### src/rtl/proc_datapath.sv
// ---------------------------------------------------------------------------
// proc_datapath
//   Datapath stage driven by the processor control FSM. Executes the per-cycle
//   control strobes: shared bus, R0..R6, R7 (program counter), IR, and the
//   A/G adder-subtractor with zero/carry flags. Bus contention is detected and
//   latched in a sticky error flag.
//
// Ports
//   Clock     in   rising-edge system clock
//   Resetn    in   synchronous active-low reset
//   DIN       in   data/instruction word from memory
//   Rout      in   one-hot bus source select, R7..R0
//   Rin       in   register load enables, R7..R0
//   Gout      in   G drives the bus
//   DINout    in   DIN drives the bus
//   IRin      in   load IR from DIN
//   Ain       in   load A from the bus
//   Gin       in   load G with ALU result, update flags
//   AddSub    in   0 = add, 1 = subtract
//   pc_inc    in   increment R7
//   IRout     out  instruction register
//   BusWires  out  current bus value (combinational)
//   ADDR      out  current PC (R7)
//   Zflag     out  last ALU result was zero
//   Cflag     out  add carry-out / subtract borrow
//   BusErr    out  sticky bus-contention flag
// ---------------------------------------------------------------------------
module proc_datapath #(
   parameter int               WIDTH    = 9,
   parameter logic [WIDTH-1:0] PC_RESET = '0
) (
   input  logic             Clock,
   input  logic             Resetn,
   input  logic [WIDTH-1:0] DIN,
   input  logic [7:0]       Rout,
   input  logic [7:0]       Rin,
   input  logic             Gout,
   input  logic             DINout,
   input  logic             IRin,
   input  logic             Ain,
   input  logic             Gin,
   input  logic             AddSub,
   input  logic             pc_inc,
   output logic [WIDTH-1:0] IRout,
   output logic [WIDTH-1:0] BusWires,
   output logic [WIDTH-1:0] ADDR,
   output logic             Zflag,
   output logic             Cflag,
   output logic             BusErr
);

   logic [WIDTH-1:0] r_reg [0:7];
   logic [WIDTH-1:0] r_ir;
   logic [WIDTH-1:0] r_a;
   logic [WIDTH-1:0] r_g;
   logic             r_z;
   logic             r_c;
   logic             r_buserr;

   logic [9:0]       w_sel;
   logic             w_multi;
   logic [WIDTH-1:0] w_bus_or;
   logic [WIDTH-1:0] w_bus;
   logic [WIDTH:0]   w_sum;
   logic [WIDTH:0]   w_diff;
   logic [WIDTH-1:0] w_alu;
   logic             w_cout;

   // Two or more selects set: x & (x-1) clears the lowest set bit, so any
   // remaining bit means contention.
   assign w_sel   = {Rout, Gout, DINout};
   assign w_multi = |(w_sel & (w_sel - 10'd1));

   // AND-OR mux; exact for a single select, forced to zero on contention.
   always_comb begin
      w_bus_or = '0;
      for (int i = 0; i < 8; i++)
         if (Rout[i]) w_bus_or = w_bus_or | r_reg[i];
      if (Gout)   w_bus_or = w_bus_or | r_g;
      if (DINout) w_bus_or = w_bus_or | DIN;
   end

   assign w_bus = w_multi ? '0 : w_bus_or;

   // Extra MSB gives add carry-out; for subtract it is set when A < bus,
   // which is exactly the unsigned borrow.
   assign w_sum  = {1'b0, r_a} + {1'b0, w_bus};
   assign w_diff = {1'b0, r_a} - {1'b0, w_bus};
   assign w_alu  = AddSub ? w_diff[WIDTH-1:0] : w_sum[WIDTH-1:0];
   assign w_cout = AddSub ? w_diff[WIDTH]     : w_sum[WIDTH];

   // All reads use pre-edge values, so Ain+Gin sees the old A, Gout+Gin
   // routes the old G, and Rout[i]+Rin[i] reloads the register's own value.
   always_ff @(posedge Clock) begin
      if (!Resetn) begin
         for (int i = 0; i < 7; i++) r_reg[i] <= '0;
         r_reg[7] <= PC_RESET;
         r_ir     <= '0;
         r_a      <= '0;
         r_g      <= '0;
         r_z      <= 1'b0;
         r_c      <= 1'b0;
         r_buserr <= 1'b0;
      end else begin
         for (int i = 0; i < 7; i++)
            if (Rin[i]) r_reg[i] <= w_bus;
         // Explicit PC load beats increment.
         if (Rin[7])      r_reg[7] <= w_bus;
         else if (pc_inc) r_reg[7] <= r_reg[7] + {{(WIDTH-1){1'b0}}, 1'b1};
         if (IRin) r_ir <= DIN;
         if (Ain)  r_a  <= w_bus;
         if (Gin) begin
            r_g <= w_alu;
            r_z <= (w_alu == '0);
            r_c <= w_cout;
         end
         if (w_multi) r_buserr <= 1'b1;
      end
   end

   assign IRout    = r_ir;
   assign BusWires = w_bus;
   assign ADDR     = r_reg[7];
   assign Zflag    = r_z;
   assign Cflag    = r_c;
   assign BusErr   = r_buserr;

endmodule

### config.mk
export PLATFORM = sky130hd
export DESIGN_NAME = proc_datapath
export DESIGN_NICKNAME = d
export VERILOG_FILES = /design/src/rtl/proc_datapath.sv
export SDC_FILE = /design/constraint.sdc
export NUM_CORES = 1
export LEC_CHECK = 0
export ABC_AREA = 1
export CAP_MARGIN = 10
export CORE_MARGIN = 2
export CORE_UTILIZATION = 25
export CTS_CLUSTER_SIZE = 20
export DETAILED_ROUTE_END_ITERATION = 8
export PLACE_DENSITY = 0.54
export REMOVE_ABC_BUFFERS = 1
export SYNTH_ARGS = -nofsm -noshare
export SYNTH_HDL_FRONTEND = slang
export SYNTH_SLANG_ARGS = --single-unit
### constraint.sdc
create_clock -name Clock -period 8.5 [get_ports Clock]
set_clock_uncertainty 0.2 [all_clocks]
set_input_delay 0.85 -clock Clock [delete_from_list [all_inputs] [get_ports Clock]]
set_output_delay 0.85 -clock Clock [all_outputs]
set_load 0.1 [all_outputs]
==> out/metrics.yaml, run 1 <==
status: "finished clean"
cp.arrival_ns: 4.33
cts_inserted_buffers: 9
vias: 4482
dieArea_mm2: 0.02297
cts_resized: 0
p_sw_mw: 0.3730
largest_reg_flops: 72
grt_pass1_vias: 4327
powerDensity_mw_per_mm2: 181.6
post_synth_num_cell_types: 30
die_x_um: 151.6
power.internal_mw: 0.8249
io_buffers: 63
min_period_ns: 5.377
yosysWarnings: 0
insertedDiodeCount: 0
path_clk_slew_ns: 0.08
fmax_mhz: 186.0
clockBufferDepth: 2
final_common_cell: "nand2_1"
core_mm2: 0.02122
fin_setup_tns_ns: 0
cts_sinks: 102
dp_hpwl_um: 11920
cts_max_level: 3
cp_max_fo: 11
synth_area_mm2: 0.005444
post-route-period-util_pct: 63.26
synth_top_area_share_pct: 39.72
clock-root-buffer: "clkbuf_16"
worstSetupPathType: "input port to primary output"
relSlewSlack_pct: 32.55
rows: 53
drv_slew: 0
ys_top_cells_by_area: "edfxtp_1, dfxtp_1, nand2_1"
rr_worst_depth: 16
end_kind: "primary output"
drc_errors: 0
grt_pass1_wl_um: 24650
hold_class: "flop to flop"
area_growth_pct: 21.17
power.leakage_nw: 2.912
post_cts_buffers: 0
rsz0062_at_grt: "no"
drt-initial-drc-count: 392
wirelength_um: 16070
utilization_pct: 31.08
setup_viol: 0
ys_ff_latch: 102
track_usage_pct: 14.54
final_cell_mix: "nand2_1, nor2_1, edfxtp_1"
syn_area_per_cell_um2: 8.388
vdd_drop_max_uv: 89.37
overflow: 0
vias_per_cell: 4.606
start_util_pct: 25.65
whs_path_depth: 2
ant_nets: 0
drive_gt1_share_pct: 5.731
fillCellCount: 2249
cp.required_ns: 7.45
io_pins: 64
synth_seq_area_share_pct: 50.75
clkPwrFrac_pct: 37.2
yosysTopAreaCell: "edfxtp_1"
gp_congestion: 0.8786
synth_cells: 649
grt_max_degree: 45
worst_setup_path_start_kind: "input port"
clk_latency_ns: 0.37
hold_violations: 0
drt-pass1-iter-count: 4
floorplan.die.height_um: 151.6
maxCapViolCount: 0
ctsHoldBuffers: 0
antenna_found_initial: 0
p_comb_share_pct: 15.5
tightest_slew_ns: 1.009
p_seq_share_pct: 47.4
sw_frac_of_total_pct: 31.14
layout.nets: 750
routedWlPerCell_um: 16.52
cts_tree: "built"
## synth_stat cells, drive strengths merged
| library cell | n |
|---|---|
| inv | 74 |
| o21ai | 43 |
| o211ai | 1 |
| o2111ai | 6 |
| nor2 | 99 |
| a22o | 2 |
| dfxtp | 30 |
| clkinv | 7 |
| nor3 | 5 |
| xor2 | 7 |
| a21o | 1 |
| nand4 | 5 |
| or2 | 3 |
| ha | 21 |
| a22oi | 1 |
| o21bai | 1 |
| edfxtp | 72 |
| nand2 | 153 |
| a21oi | 39 |
| a31oi | 1 |
| clkbuf | 17 |
| fa | 2 |
| a221oi | 16 |
| buf | 14 |
| nand3 | 29 |
## path summary, 6_finish.rpt
kind	startpoint	to	slack, ns
hold reg to reg	Zflag$_SDFFE_PN0P_	Zflag$_SDFFE_PN0P_	0.28
setup reg to reg	r_reg[0][27]$_SDFFCE_PN0P_	Zflag$_SDFFE_PN0P_	5.21
setup / recovery	Rout[0]	BusWires[1]	3.12
hold / removal	Zflag$_SDFFE_PN0P_	Zflag$_SDFFE_PN0P_	0.28
## layer usage
layer  vias to the layer above  track usage [%]  share of wire (%)  routed length [um]
li1                       2229                -                  -                   -
met1                      2099            19.27                 45                7288
met2                       129            22.85                 45                7266
met3                        25            3.323                6.6                1066
met5                         -                0                  0                   0
met4                         0            6.111                2.8                 450
## critical path, stage by stage
cell             delay (ns)
clkdlybuf4s50_1        0.66
inv_1                  0.17
nand2_1                0.07
nor2_2                 0.12
nand3_1                0.12
nor2_2                 0.12
a21oi_1                0.10
nor3_4                 0.44
nand2_1                0.36
inv_1                  0.16
clkdlybuf4s50_1        1.14
## stage by stage
| stage | total power, mW | hold slack, ns | instances | area [um2] | setup WS (ns) |
|---|---|---|---|---|---|
| 2_1_floorplan | 0.6896 | 0.2491 | 618 | 5290 | 4.294 |
| 3_3_place_gp | 0.7645 | 0.2644 | 957 | 6272 | 3.197 |
| 3_5_place_dp | 0.7643 | 0.2741 | 957 | 6272 | 3.153 |
| 4_1_cts | 1.206 | 0.2858 | 973 | 6596 | 3.153 |
| 5_1_grt | 1.241 | 0.3044 | 973 | 6596 | 2.887 |
| 6_report | 1.198 | 0.2827 | 973 | 6596 | 3.123 |
## final cells by class
class | instances | area, um2 | area share, %
Sequential cell | 102 | 2763 | 41.88
Inverter | 81 | 304.0 | 4.609
Timing Repair Buffer | 64 | 638.1 | 9.674
Tap cell | 275 | 344.1 | 5.216
Clock buffer | 9 | 225.2 | 3.414
Multi-Input combinational cell | 435 | 2223 | 33.71
Clock inverter | 7 | 98.84 | 1.498
## power by group through the flow
stage                     Sequential [mW]  Combinational (mW)  Clock [mW]
final                               0.567               0.185       0.445
after CTS                           0.568               0.186       0.452
after global placement              0.578               0.186           0
after global routing                0.570               0.202       0.469
after detailed placement            0.579               0.186           0
after floorplan                     0.621              0.0689           0
## logic make-up after synthesis
group	synth area share (%)
buffers and inverters	8.412
adder cells (fa/ha/maj)	5.562
AO/OA/AOI/OAI	12.07
flip-flops	50.75
XOR/XNOR	1.126
AND/OR/NAND/NOR	22.09
No activity file was read; power rests on OpenSTA's default activity.
==> inputs of run 2 (changes only) <==
==> constraint.sdc (replaced) <==
create_clock -name Clock -period 5.45 [get_ports Clock]
set_clock_uncertainty 0.2 [all_clocks]
set_input_delay 0.545 -clock Clock [delete_from_list [all_inputs] [get_ports Clock]]
set_output_delay 0.545 -clock Clock [all_outputs]
set_load 0.1 [all_outputs]
==> out/metrics.yaml, run 2 (synthesis results as in run 1) <==
status: "finished clean"
critPathSlowestCell: "clkdlybuf4s50_1"
clk_latency_ns: 0.36  # about the same
layout.nets: 755  # +0.67%
cts_tree: "built"
vias_per_cell: 4.554  # -1.1%
final_common_cell: "nand2_1"
worstSetupPathType: "input port to flop"
worst_setup_path_start_kind: "input port"
area_growth_pct: 21.24  # about the same
relSlewSlack_pct: 32.82  # +0.27 points
grt_pass1_vias: 4245  # -1.9%
wirelength_um: 15990  # -0.50%
antenna_found_initial: 0  # unchanged
crit_path_max_incr_delay_ns: 0.65  # -0.49 ns
path_clk_slew_ns: 0.08  # about the same
seqCellArea_mm2: 0.002763  # unchanged
drt-initial-drc-count: 354  # -9.7%
fmax_mhz: 240.9
cp.arrival_ns: 4.23  # -0.10 ns
min_period_ns: 4.152
drv_slew: 0  # unchanged
r2r-end: "Zflag$_SDFFE_PN0P_"
fin_total_pwr_mw: 1.845  # +54%
cts_resized: 0  # unchanged
io_pins: 64  # unchanged
clockBufferDepth: 2  # unchanged
cpLargestDelayFamily: "simple AND/OR/NAND/NOR gates"
post_cts_buffers: 0  # unchanged
track_usage_pct: 14.49  # -0.045 points
vias: 4454  # -0.62%
final_cell_mix: "nand2_1, nor2_1, edfxtp_1"
maxCapViolCount: 0  # unchanged
cts_max_level: 3  # unchanged
fin_ws_ns: 1.298  # -1.824 ns
r2r-start: "r_reg[0][0]$_SDFFCE_PN0P_"
core_mm2: 0.02122  # unchanged
setup_viol: 0  # unchanged
grt_max_degree: 45  # unchanged
routedWlPerCell_um: 16.35  # -1.0%
multi_input_area_mm2: 0.002223  # unchanged
start_util_pct: 25.65  # unchanged
overflow: 0  # unchanged
vdd_drop_max_uv: 140.7  # +57%
crit_path_frequent_cell: "inv_1"
hp-start: "IRout[2]$_SDFFE_PN0P_"
worst-r2r-setup-slack_ns: 2.30  # -2.91 ns
ant_nets: 0  # unchanged
cts_inserted_buffers: 9  # unchanged
rows: 53  # unchanged
insertedDiodeCount: 0  # unchanged
hold_class: "flop to flop"
drc_errors: 0  # unchanged
fillCellCount: 2258  # +0.40%
clock-root-buffer: "clkbuf_16"
path_buf_inv: 5  # +1
power.leakage_nw: 2.945  # +1.1%
min_to: "IRout[2]$_SDFFE_PN0P_"
fin_setup_tns_ns: 0  # unchanged
drive_gt1_share_pct: 7.681  # +2.0 points
dp_hpwl_um: 11810  # -0.89%
io_buffers: 63  # unchanged
hold_ws_ns: 0.3018  # +0.01902 ns
die_x_um: 151.6  # unchanged
gp_congestion: 0.8491  # -3.4%
drt-pass1-iter-count: 5  # +1
cp_max_fo: 11  # unchanged
hold_violations: 0  # unchanged
rr_worst_depth: 16  # unchanged
tightest_slew_ns: 1.005  # -0.003995 ns
crit_chain: "clkdlybuf4s50_1 > inv_1 > nand2_1 > nor2_2 > nand3_1 > nor2_2 > a21oi_1 > nor3_4 > nand2_1 > inv_1 > ha_1 > inv_1 > fa_1 > inv_1 > nand2_1 > nand3_1 > o21ai_0 > nor3_1 > nand3_1 > nor2_1 > nand4_1 > a21oi_1"
grt_pass1_wl_um: 24600  # -0.22%
utilization_pct: 31.10  # about the same
cp.required_ns: 5.53  # -1.92 ns
post-route-period-util_pct: 76.18
end_kind: "flop"
floorplan.die.height_um: 151.6  # unchanged
dieArea_mm2: 0.02297  # unchanged
powerDensity_mw_per_mm2: 279.5  # +54%
cts_sinks: 102  # unchanged
largest_reg_flops: 72  # unchanged
post-place-ws_ns: 0.9816  # -2.171 ns
ctsHoldBuffers: 0  # unchanged
rsz0062_at_grt: "no"
whs_path_depth: 2  # unchanged
==> run 2: how the worst max path moves through the flow <==
stage / depth (start not counted) / start / to / slack [ns]
final: 22 / DINout / Zflag$_SDFFE_PN0P_ / 1.30
after global routing: 25 / Rout[0] / r_g[8]$_SDFFE_PN0P_ / 0.92
after CTS: 22 / DINout / Zflag$_SDFFE_PN0P_ / 1.35
after detailed placement: 22 / Rout[0] / Zflag$_SDFFE_PN0P_ / 0.98
after global placement: 22 / DINout / Zflag$_SDFFE_PN0P_ / 1.09
after floorplan: 24 / DINout / r_g[8]$_SDFFE_PN0P_ / 1.55
==> run 2: through the flow <==
step | area, um2 | std cells
global route | 6600 | 978
floorplan | 5290 | 618
finish | 6600 | 978
CTS | 6600 | 978
detailed placement | 6287 | 962
global placement | 6287 | 962
==> run 2: final cells by class <==
type | count | share of cell area (%)
tap | 275 | 5.213
timing repair buffer | 69 | 9.896
clock buffer | 9 | 3.412
clock inverter | 7 | 1.327
inverter | 81 | 4.607
sequential | 102 | 41.86
multi-input combinational | 435 | 33.69
==> run 2: worst register-to-register path: cells and delay by family, from the launching register on <==
| family | cells | cell delay, ns |
|---|---|---|
| simple gates | 8 | 0.91 |
| flops | 1 | 0.37 |
| fa+ha+maj | 2 | 0.60 |
| compound gates | 4 | 0.79 |
| buf+inv | 2 | 0.19 |
==> run 2: routing by layer <==
metal / routed length, um / vias up / track usage, % / share of wire [%]
met1: 7655 / 2092 / 19.96 / 48
met5: 0 / - / 0 / 0
met3: 831 / 11 / 3.144 / 5.2
li1: - / 2243 / - / -
met2: 7315 / 108 / 23.08 / 46
met4: 190 / 0 / 3.889 / 1.2
==> run 2: power by group <==
part,internal [mW],switching [mW]
combinational,0.0853,0.201
sequential,0.864,0.0214
clock,0.330,0.342
==> inputs of run 3 (changes only) <==
--- a/config.mk
+++ b/config.mk
@@ -11,7 +11,7 @@
 export CORE_UTILIZATION = 25
 export CTS_CLUSTER_SIZE = 20
 export DETAILED_ROUTE_END_ITERATION = 8
-export PLACE_DENSITY = 0.54
+export PLACE_DENSITY = 0.55
 export REMOVE_ABC_BUFFERS = 1
 export SYNTH_ARGS = -nofsm -noshare
 export SYNTH_HDL_FRONTEND = slang
==> constraint.sdc (replaced) <==
create_clock -name Clock -period 3.7 [get_ports Clock]
set_clock_uncertainty 0.2 [all_clocks]
set_input_delay 0.37 -clock Clock [delete_from_list [all_inputs] [get_ports Clock]]
set_output_delay 0.37 -clock Clock [all_outputs]
set_load 0.1 [all_outputs]
==> out/metrics.yaml, run 3 (synthesis results as in run 1) <==
cp_max_fo: 3  # -8
start_util_pct: 25.65  # unchanged
vias: 4654  # +4.5%
wirelength_um: 16540  # +3.4%
overflow: 0  # unchanged
relSlewSlack_pct: 32.91  # +0.095 points
largest_reg_flops: 72  # unchanged
cts_inserted_buffers: 9  # unchanged
rows: 53  # unchanged
antenna_found_initial: 0  # unchanged
hold_class: "flop to flop"
clk_latency_ns: 0.36  # about the same
routedWlPerCell_um: 16.28  # -0.42%
drv_slew: 0  # unchanged
hold_ws_ns: 0.2875  # -0.01425 ns
track_usage_pct: 14.97  # +0.48 points
r2r-start: "r_reg[0][27]$_SDFFCE_PN0P_"
r2r-end: "Zflag$_SDFFE_PN0P_"
fillCellCount: 2211  # -2.1%
dieArea_mm2: 0.02297  # unchanged
layout.cells.non_filler: 1016  # +3.9%
io_buffers: 63  # unchanged
core_mm2: 0.02122  # unchanged
power.leakage_nw: 3.153  # +7.0%
area_growth_pct: 28.27
path_clk_slew_ns: 0.07  # about the same
final_common_cell: "nand2_1"
dp.cells: 1000  # +4.0%
vias_per_cell: 4.581  # +0.58%
post_cts_buffers: 0  # unchanged
post-route-period-util_pct: 90.93
drt-initial-drc-count: 353  # -0.28%
clockBufferDepth: 2  # unchanged
powerDensity_mw_per_mm2: 390.8  # +40%
cts_tree: "built"
cts_sinks: 102  # unchanged
grt_pass1_vias: 4545  # +7.1%
maxCapViolCount: 0  # unchanged
dp_hpwl_um: 12760  # +8.0%
grt_pass1_wl_um: 25460  # +3.5%
floorplan.die.height_um: 151.6  # unchanged
whs_path_depth: 2  # unchanged
clock-root-buffer: "clkbuf_16"
drc_errors: 0  # unchanged
fin_total_pwr_mw: 2.729  # +48%
worst_setup_path_start_kind: "input port"
worst-r2r-setup-slack_ns: 0.68  # -1.62 ns
final_cell_mix: "nand2_1, nor2_1, edfxtp_1"
vdd_drop_max_uv: 182.1  # +29%
setup_viol: 0  # unchanged
die_x_um: 151.6  # unchanged
hold_violations: 0  # unchanged
drive_gt1_share_pct: 12.42  # +4.7 points
drt-pass1-iter-count: 5  # unchanged
end_kind: "flop"
fmax_mhz: 297.2
layout.nets: 793  # +5.0%
insertedDiodeCount: 0  # unchanged
min_to: "BusErr$_SDFFE_PN0P_"
tightest_slew_ns: 1.003  # -0.001414 ns
gp_congestion: 0.8480  # -0.13%
ctsHoldBuffers: 0  # unchanged
hp-start: "BusErr$_SDFFE_PN0P_"
worstSetupPathType: "input port to flop"
rr_worst_depth: 16  # unchanged
grt_max_degree: 26  # -42%
min_period_ns: 3.364
rsz0062_at_grt: "no"
ant_nets: 0  # unchanged
cp.arrival_ns: 3.45  # -0.78 ns
cts_resized: 0  # unchanged
cp.required_ns: 3.78  # -1.75 ns
cts_max_level: 3  # unchanged
status: "finished clean"
io_pins: 64  # unchanged
run 3: changes by cell type in the layout (fill, tap and decap cells not counted), sizes merged:
| cell | before | now |
|---|---|---|
| buf | 15 | 53 |
| clkinvlp | 1 | 0 |
| inv | 77 | 78 |
run 3: final cells by class:
cell class,instances,area (um2),area share (%)
clock buffers,9,225.2,3.225
clock inverters,7,72.57,1.039
inverters,81,304.0,4.354
multi-input cells,435,2223,31.84
flip-flops and latches,102,2763,39.56
well taps,275,344.1,4.927
repair buffers,107,1051,15.05
run 3: how the worst max path moves through the flow:
| stage | slack (ns) | depth (start not counted) | endpoint | from |
|---|---|---|---|---|
| global placement | 0.02 | 25 | r_g[8]$_SDFFE_PN0P_ | DINout |
| floorplan | -0.07 | 19 | r_g[8]$_SDFFE_PN0P_ | r_reg[1][27]$_SDFFCE_PN0P_ |
| finish | 0.34 | 22 | Zflag$_SDFFE_PN0P_ | DINout |
| global route | 0.001 | 22 | Zflag$_SDFFE_PN0P_ | Gout |
| detailed placement | -0.04 | 22 | Zflag$_SDFFE_PN0P_ | DINout |
| CTS | 0.33 | 22 | Zflag$_SDFFE_PN0P_ | DINout |
run 3: report_power, final:
group | internal [mW] | switching, mW | leakage [nW]
registers | 1.27 | 0.0323 | 1.05
clock network | 0.480 | 0.495 | 0.149
logic | 0.143 | 0.305 | 1.95
run 3: worst max-delay path, stage by stage:
cell and delay (ns):
clkdlybuf4s50_1 0.42, inv_1 0.06, nand2_1 0.08, nor2_2 0.14, nand3_1 0.12, nor2_2 0.11
a21oi_1 0.10, nor3_4 0.26, nand2_1 0.12, inv_1 0.12, ha_1 0.15, inv_1 0.05
fa_1 0.40, nand3_1 0.09, nand2_1 0.12, nand2_1 0.10, nand3_1 0.09, nand2_1 0.12
nand3_1 0.09, nor2_1 0.11, nand4_1 0.08, a21oi_1 0.13
run 3: routing by layer:
layer / routed length [um] / up-vias / global-route usage [%]
met5: 0 / - / 0
met4: 420 / 0 / 5.324
met3: 943 / 24 / 3.084
met2: 7473 / 140 / 23.53
met1: 7705 / 2180 / 20.48
li1: - / 2310 / -
run 3: through the flow:
stage | util [%] | setup TNS (ns) | instance area (um2) | setup slack (ns)
CTS | 32.91 | 0 | 6983 | 0.3319
global placement | 31.50 | 0 | 6685 | 0.01522
floorplan | - | -0.1268 | 5290 | -0.06513
finish | 32.91 | 0 | 6983 | 0.3356
global route | 32.91 | 0 | 6983 | 0.001488
detailed placement | 31.50 | -0.07827 | 6685 | -0.04407
